File: src/rtl/pokey_pkg.sv
// Shared POKEY definitions used by the serial-output controller.
package pokey_pkg;

    // Shifter FSM states of the serial-output path.
    typedef enum logic [1:0] {
        IDLE  = 2'd0,
        START = 2'd1,
        DATA  = 2'd2,
        STOP  = 2'd3
    } sdo_state_t;

    // Idle/mark level of the serial line.
    localparam logic SDO_MARK      = 1'b1;

    // Number of data bits in one serial frame.
    localparam int   SDO_DATA_BITS = 8;

    // Line level presented by the shifter for a given state and LSB.
    function automatic logic sdo_line(input sdo_state_t st, input logic lsb);
        logic lvl;
        lvl = SDO_MARK;
        case (st)
            START:   lvl = 1'b0;
            DATA:    lvl = lsb;
            default: lvl = SDO_MARK;
        endcase
        return lvl;
    endfunction

endpackage

File: src/rtl/sdo_ctrl_if.sv
// Register-side and IRQ-side signals of the serial-output controller.
interface sdo_ctrl_if;
    logic       serWr;
    logic [7:0] Dw;
    logic       sioTick;
    logic       forceBreak;
    logic       sdo;
    logic       setSdoCompl;
    logic       sdoFinish;

    // Controller side.
    modport slave (
        input  serWr, Dw, sioTick, forceBreak,
        output sdo, setSdoCompl, sdoFinish
    );

    // Register-decode / IRQ-core side.
    modport master (
        output serWr, Dw, sioTick, forceBreak,
        input  sdo, setSdoCompl, sdoFinish
    );
endinterface

File: src/rtl/sdo_bit_timer.sv
// Serial bit timer: counts serial-clock ticks and flags the tick that
// closes the current bit. Held at zero while clr is asserted so ticks
// seen in IDLE or on the transfer cycle never count toward a bit.
module sdo_bit_timer #(
    parameter int BIT_TICKS = 2
) (
    input  logic clk,
    input  logic reset,
    input  logic enp,
    input  logic clr,
    input  logic tick,
    output logic bitEnd
);

    localparam logic [7:0] LAST_TICK = 8'(BIT_TICKS - 1);

    logic [7:0] tickCnt_q;
    logic [7:0] tickCnt_d;
    logic       atLast;

    assign atLast = (tickCnt_q == LAST_TICK);
    assign bitEnd = enp && !clr && tick && atLast;

    // Next tick count: clear, wrap at the last tick of a bit, or advance.
    always_comb begin
        tickCnt_d = tickCnt_q;
        if (enp) begin
            if (clr) begin
                tickCnt_d = 8'd0;
            end else if (tick) begin
                tickCnt_d = atLast ? 8'd0 : tickCnt_q + 8'd1;
            end
        end
    end

    // Tick counter register.
    always_ff @(posedge clk) begin
        if (reset) begin
            tickCnt_q <= 8'd0;
        end else begin
            tickCnt_q <= tickCnt_d;
        end
    end

endmodule

File: src/rtl/sdo_ctrl.sv
// POKEY serial-output controller: SEROUT holding register, start/8N/stop
// framing onto the serial line, and the data-needed / finished IRQ sources.
module sdo_ctrl
    import pokey_pkg::*;
#(
    parameter int BIT_TICKS = 2
) (
    input  logic       clk,
    input  logic       reset,
    input  logic       enp,
    sdo_ctrl_if.slave  bus
);

    sdo_state_t state_q, state_d;
    logic       holdFull_q, holdFull_d;
    logic [7:0] hold_q, hold_d;
    logic [7:0] shreg_q, shreg_d;
    logic [2:0] bitCnt_q, bitCnt_d;
    logic       setSdoCompl_q, setSdoCompl_d;
    logic       sdoFinish_q, sdoFinish_d;
    logic       timerClr;
    logic       bitEnd;

    // The timer is parked while idle; this also discards a tick that
    // coincides with the hold-to-shifter transfer.
    assign timerClr = (state_q == IDLE);

    sdo_bit_timer #(
        .BIT_TICKS (BIT_TICKS)
    ) u_bit_timer (
        .clk    (clk),
        .reset  (reset),
        .enp    (enp),
        .clr    (timerClr),
        .tick   (bus.sioTick),
        .bitEnd (bitEnd)
    );

    // Next-state logic for the shifter FSM, holding register and IRQ sources.
    always_comb begin
        state_d       = state_q;
        holdFull_d    = holdFull_q;
        hold_d        = hold_q;
        shreg_d       = shreg_q;
        bitCnt_d      = bitCnt_q;
        setSdoCompl_d = setSdoCompl_q;
        sdoFinish_d   = sdoFinish_q;

        if (enp) begin
            setSdoCompl_d = 1'b0;

            case (state_q)
                IDLE: begin
                    // Transfer looks only at the registered flag, so a write
                    // landing on the STOP->IDLE cycle starts one cycle later.
                    if (holdFull_q) begin
                        state_d       = START;
                        shreg_d       = hold_q;
                        holdFull_d    = 1'b0;
                        setSdoCompl_d = 1'b1;
                    end
                end
                START: begin
                    if (bitEnd) begin
                        state_d  = DATA;
                        bitCnt_d = 3'd0;
                    end
                end
                DATA: begin
                    if (bitEnd) begin
                        shreg_d = shreg_q >> 1;
                        if (bitCnt_q == 3'(SDO_DATA_BITS - 1)) begin
                            state_d = STOP;
                        end else begin
                            bitCnt_d = bitCnt_q + 3'd1;
                        end
                    end
                end
                STOP: begin
                    if (bitEnd) begin
                        state_d = IDLE;
                    end
                end
                default: begin
                    state_d = IDLE;
                end
            endcase

            // A write always lands in the holding register; the byte being
            // transferred this cycle was already taken from hold_q above.
            if (bus.serWr) begin
                hold_d     = bus.Dw;
                holdFull_d = 1'b1;
            end

            sdoFinish_d = !((state_d == IDLE) && !holdFull_d);
        end
    end

    // Control registers.
    always_ff @(posedge clk) begin
        if (reset) begin
            state_q       <= IDLE;
            holdFull_q    <= 1'b0;
            bitCnt_q      <= 3'd0;
            setSdoCompl_q <= 1'b0;
            sdoFinish_q   <= 1'b0;
        end else begin
            state_q       <= state_d;
            holdFull_q    <= holdFull_d;
            bitCnt_q      <= bitCnt_d;
            setSdoCompl_q <= setSdoCompl_d;
            sdoFinish_q   <= sdoFinish_d;
        end
    end

    // Data registers; their contents only matter when qualified by holdFull/state.
    always_ff @(posedge clk) begin
        hold_q  <= hold_d;
        shreg_q <= shreg_d;
    end

    // Break forces a space on the line without disturbing the shifter.
    assign bus.sdo         = bus.forceBreak ? 1'b0 : sdo_line(state_q, shreg_q[0]);
    assign bus.setSdoCompl = setSdoCompl_q;
    assign bus.sdoFinish   = sdoFinish_q;

endmodule

File: src/flat_wrapper.sv
// flat-port wrapper written by rule: the top's interface ports become plain ports
module sdo_ctrl_flat import pokey_pkg::*;
#(
    parameter int BIT_TICKS = 2
)
  (clk, reset, enp, bus_serWr, bus_Dw, bus_sioTick, bus_forceBreak, bus_sdo, bus_setSdoCompl, bus_sdoFinish);
  sdo_ctrl_if bus_i ();
  input  logic clk;
  input  logic reset;
  input  logic enp;
  input wire logic [$bits(bus_i.serWr)-1:0] bus_serWr;
  input wire logic [$bits(bus_i.Dw)-1:0] bus_Dw;
  input wire logic [$bits(bus_i.sioTick)-1:0] bus_sioTick;
  input wire logic [$bits(bus_i.forceBreak)-1:0] bus_forceBreak;
  output wire logic [$bits(bus_i.sdo)-1:0] bus_sdo;
  output wire logic [$bits(bus_i.setSdoCompl)-1:0] bus_setSdoCompl;
  output wire logic [$bits(bus_i.sdoFinish)-1:0] bus_sdoFinish;
  assign bus_i.serWr = bus_serWr;
  assign bus_i.Dw = bus_Dw;
  assign bus_i.sioTick = bus_sioTick;
  assign bus_i.forceBreak = bus_forceBreak;
  assign bus_sdo = bus_i.sdo;
  assign bus_setSdoCompl = bus_i.setSdoCompl;
  assign bus_sdoFinish = bus_i.sdoFinish;
  sdo_ctrl #(.BIT_TICKS(BIT_TICKS)) u_core (.clk(clk), .reset(reset), .enp(enp), .bus(bus_i));
endmodule
File: config.mk
export PLATFORM = sky130hd
export DESIGN_NAME = sdo_ctrl_flat
export DESIGN_NICKNAME = d
export VERILOG_FILES = /design/src/rtl/pokey_pkg.sv /design/src/rtl/sdo_ctrl_if.sv /design/src/rtl/sdo_bit_timer.sv /design/src/rtl/sdo_ctrl.sv /design/src/flat_wrapper.sv
export SDC_FILE = /design/constraint.sdc
export NUM_CORES = 1
export LEC_CHECK = 0
export ABC_AREA = 0
export BUFFER_PORTS_ARGS = -buffer_cell sky130_fd_sc_hd__buf_2
export CAP_MARGIN = 40
export CORE_MARGIN = 2
export CORE_UTILIZATION = 51
export DETAILED_ROUTE_END_ITERATION = 10
export GPL_TIMING_DRIVEN = 0
export PLACE_DENSITY = 0.74
export SYNTH_ARGS = -nofsm -noshare
export SYNTH_HDL_FRONTEND = slang
export SYNTH_SLANG_ARGS = --single-unit
File: constraint.sdc
create_clock -name clk -period 1.7 [get_ports clk]
set_input_delay 0.34 -clock clk [delete_from_list [all_inputs] [get_ports clk]]
set_output_delay 0.34 -clock clk [all_outputs]
set_load 0.03 [all_outputs]
Word-level counts from Yosys, hierarchy flattened
Cells that the tools add are included.

cells by class
  reductions and logical operators = 16
  equal/unequal tests = 9
  add/subtract/negate cells = 2
  mux-type cells = 24

operators with widths
  cell                                           count
  2-to-1 mux 8 bit                               5
  case mux 8 bit (2 select lines)                1
  2-to-1 mux 2 bit                               6
  2-to-1 mux 3 bit                               3
  adder 8 x 1 -> 8 bit, second input constant    1
  == test 8 x 1 -> 1 bit, second input constant  1
  case mux 2 bit (4 select lines)                1
  2-to-1 mux 1 bit                               6
  != test 2 x 1 -> 1 bit, second input constant  3
  case mux 3 bit (2 select lines)                1
  nonzero test 2 bit                             3
  AND reduction 5 bit                            1
  == test 2 bit, second input constant           2
  logical AND 1 bit                              4
  logical NOT 2 bit                              2
  AND reduction 2 bit                            2
  AND reduction 4 bit                            1
  adder 3 x 1 -> 3 bit, second input constant    1
  == test 3 bit, second input constant           1
  logical NOT 1 bit                              3
  == test 2 x 1 -> 1 bit, second input constant  1
  != test 2 bit, second input constant           1
  case mux 1 bit (2 select lines)                1

word-level totals
  register bits after elaboration = 32
  bits of input ports = 14
  output and inout bits = 3

Longest topological paths before layout
  depth after elaboration = 11
  depth in mapped cells = 6
  gate-level depth less buffers = 6

Modules after synthesis
From an unflattened synthesis, not the netlist that was laid out.

unflattened totals
  cells, all modules = 152
  area, all modules = 1505.2 µm²

modules (own cells, without submodules)
  module         cells an instance  times used  sequential area each (µm²)  area an instance (µm²)
  sdo_ctrl       95                 1           640.6                       1027.2
  sdo_bit_timer  57                 1           160.2                       478.0

Worst setup path after synthesis
Ideal clock, no wire load.

  path kind = reg-to-output
  start point = reg u_core.state_q[0]
  end point = out bus_sdo
  slack = -0.173 ns
  stages on the path, launching flop included = 6
  arrival = 1.533 ns
  buffers on the path = 2
  cells stage by stage = dfxtp_1 > buf_4 > nand2b_1 > clkbuf_1 > nor2_1 > nor3_1

on the way
  word-level cells in the longest chain between the ends = 3
  elaborated cells between the ends (all ways) = 4
  classes of those cells = eq/ne (2); mux (2)

ends and longest elaborated chain
  item                                                     line                text
  start, declared                                          sdo_ctrl.sv:14      sdo_state_t state_q, state_d;
  start signal, assigned                                   sdo_ctrl.sv:109     state_q <= state_d;
  == test 2 bit or == test 2 x 1 -> 1 bit (tied branches)  pokey_pkg.sv:22     case (st)
  case mux 1 bit (2 select lines) (*)                      pokey_pkg.sv:22
  2-to-1 mux 1 bit (*)                                     sdo_ctrl.sv:124     assign bus.sdo = bus.forceBreak ? 1'b0 : sdo_line(state_q, shreg_q[0]);
  end, declared                                            flat_wrapper.sv:15  output wire logic [$bits(bus_i.sdo)-1:0] bus_sdo;

Every way passes the cells marked *; elsewhere a longest branch is shown, timed or not.

Worst setup path after layout
  start point = reg u_core.bitCnt_q[0]
  end point = reg u_core.bitCnt_q[0]

on the way
  word-level cells in the longest chain between the ends = 4
  elaborated cells between the ends (all ways) = 7
  classes of those cells = add/sub (1); eq/ne (2); mux (3); reduce/logical (1)

ends and longest elaborated chain
  item                             line             text
  start, declared                  sdo_ctrl.sv:18   logic [2:0] bitCnt_q, bitCnt_d;
  start signal, assigned           sdo_ctrl.sv:111  bitCnt_q <= bitCnt_d;
  adder 3 x 1 -> 3 bit             sdo_ctrl.sv:75   bitCnt_d = bitCnt_q + 3'd1;
  2-to-1 mux 3 bit                 sdo_ctrl.sv:72   if (bitCnt_q == 3'(SDO_DATA_BITS - 1)) begin
  2-to-1 mux 3 bit                 sdo_ctrl.sv:70   if (bitEnd) begin
  case mux 3 bit (2 select lines)  sdo_ctrl.sv:52   case (state_q)

Parallel ways exist; a longest one is shown, timed or not. The select of a mux whose other input is x is not followed.
A chain may end at the register's enable or synchronous reset.

==> run summary <==
hold worst-path end: u_core.hold_q[5]
r2r endpoint: u_core.bitCnt_q[0]
Via density: 5.470
maxcap violations: 0
clk sinks: 32
commonest cells in the netlist: 30 x nand2_1, 16 x dfxtp_1, 16 x edfxtp_1
DR DRC count: 0
Seq/Total Area, Yosys: 53.65%
YS warnings: 0
Clock Root Buffer: clkbuf_4
total global-route track usage: 19.29%
PD cells: 801.8 nW/um2
Setup crit end kind: flip-flop
most area-hungry cell type in the Yosys netlist: edfxtp_1
CP Launch Point: u_core.bitCnt_q[0]
status: finished, violations left
Worst-Skew Late Latency: 0.34 ns
ys async rst share: 0%
post-DR wirelength/cell: 13.99 um
#FFs+latches synth: 32
pre-CTS setup slack: -0.2576 ns
main area contributors after synthesis: edfxtp_1 32%, dfxtp_1 21%, nand2_1 7.5%
Initial Util: 54.13%
first-pass GRT wire length: 4.871 mm
clk_skew: 0.01469 ns
Hold Fails Final Rpt: 0
drt total wl: 3.063 mm
Reg clk slew, reported paths: 0.11 ns
vias in the first global route: 1091
worst slew pin tran: 0.5313 ns
Clock Tree Buf Depth: 2
total grt overflow: 0
min-delay src: bus_Dw[5]
fin nets: 205
Slew Limit Fails: 0
HPWL Detailed: 1.928 mm
Peak VDD IR: 798.1 uV
kind of critical path: flip-flop to flip-flop
worst r2r path cells: 6
Critical Path Source Type: flip-flop
routability cong.: 0.8139
average size of a mapped cell: 9.885 um2
utilization after layout: 68.97%
Distinct cells, synth: 36
CTS buffer count: 5
final worst-path cycle share: 103.0%
CTS H-tree lvls: 2
Worst EP arrival: 2.02 ns
Cell Area, Synth: 1493 um2
cell count after synthesis: 151
post-route minimum period: 1.751 ns
via count: 1198
Final WS setup: -0.05128 ns
worst min-delay path category: input port to flip-flop
die area: 3376 um2
failing checks: negative setup slack
RSZ-0062 raised after global routing: yes
ANT nets after route: 0
Setup TNS: -0.3749 ns
total core area: 2758 um2
die width: 58.10 um
post-cts hold buffer count: 0
initial drt markers: 26
critical path peak fanout: 6
number of synthesized flops with an enable pin: 16
Die Height: 58.10 um
area growth from synthesis to layout: 27.41%
Synth top area share: 32.19%
Max Freq: 571.0 MHz
non-filler instance count after layout: 219
Hold WS: 0.1650 ns
TritonRoute pass-1 iters: 4
setup violators final: 9
worst hold stages: 1
register area: 807.0 um2
initial antenna violation count: 0
largest net degree at the start of global routing: 12
layout cells sized above 1: 33.51%
Cells after DPL: 197
area of the multi-input gates: 724.4 um2
Slew headroom: 64.58%
Worst Path Required: 1.97 ns
reg2reg start: u_core.bitCnt_q[0]
internal reg-to-reg setup slack: -0.05 ns
FILL cells: 204
Pleak: 0.7467 nW
most used flip-flop cell after synthesis: edfxtp_1
Ports: 17
Antenna diodes: 0
CTS tree: yes
post-synth net total: 169
row count: 19
Port Buffers: 15
most common cell in the synthesized netlist: nand2_1
-- metal layers --
metal	global-route usage (%)	up-vias	share of wire [%]
met3	6.027	4	4.6
met2	30.84	26	49
met1	25.58	565	46
met4	4.983	0	0.62
li1	-	603	-
met5	0	-	0
-- final cells by class --
class / count / share of cell area, %
Tap cell: 31 / 2.039
Buffer: 5 / 1.842
Clock buffer: 5 / 1.974
Sequential cell: 32 / 42.43
Clock inverter: 3 / 2.237
Inverter: 6 / 1.184
Timing Repair Buffer: 30 / 10.20
Multi-Input combinational cell: 107 / 38.09
-- worst max-delay path: stages, from the launching register on --
cell and delay (ns):
dfxtp_2 0.33, ha_2 0.17, ha_2 0.20, nor3b_4 0.26, o2111ai_4 0.18, or3_1 0.43, a21oi_2 0.11
-- where the power goes --
part / total [mW] / switching [mW] / internal (mW)
registers: 0.844 / 0.00871 / 0.835
clock network: 0.585 / 0.279 / 0.306
logic: 0.0956 / 0.0556 / 0.0400
-- worst max path at each step --
stage / end / slack (ns) / cells past startpoint
finish: u_core.bitCnt_q[0] / -0.05 / 6
global route: u_core.bitCnt_q[0] / -0.12 / 6
CTS: u_core.shreg_q[1] / -0.06 / 7
detailed placement: u_core.shreg_q[2] / -0.26 / 5
global placement: u_core.shreg_q[0] / -0.16 / 5
floorplan: u_core.shreg_q[0] / 0.05 / 5
-- flip-flops by register name, indices dropped and copies added (netlist names) --
name / flops
u_core.state_q: 2
u_core.hold_q: 8
u_core.shreg_q: 8
u_core.u_bit_timer.tickCnt_q: 8
u_core.holdFull_q: 1
u_core.bus.sdoFinish: 1
u_core.bitCnt_q: 3
u_core.bus.setSdoCompl: 1
-- stage by stage --
step	power, mW	area [um2]
global route	1.570	1902
global placement	0.9405	1613
detailed placement	0.9452	1613
finish	1.525	1902
floorplan	0.9118	1499
CTS	1.519	1778
-- layout by cell type, fill, tap and decap left out, drive strengths merged, types with 3 or more instances in the layout --
cell / instances
or2: 3
buf: 33
inv: 6
nor2: 7
a21oi: 10
nand2: 30
nor3: 4
nand2b: 4
o21ai: 4
clkbuf: 7
edfxtp: 16
nor2b: 3
mux2i: 3
a31oi: 3
and3: 3
and2: 4
dfxtp: 16
nand3: 6
ha: 4
-- cells by family after synthesis --
family / Yosys count / synth area share, %
AOI/OAI and AO/OA: 28 / 12.49
buffers and inverters: 12 / 3.437
adders and majority gates: 4 / 3.353
DFF: 32 / 53.65
muxes: 3 / 2.012
xor gates and xnor gates: 1 / 0.5869
and+or+nand+nor: 71 / 24.48
-- repair_timing --
action / CTS / global route
resized for setup: 14 / 14
pin swaps: 2 / 7
buffers inserted: 6 / 10
endpoints found under the setup margin: 16 / 14
Power figures use the tool's default switching activity.
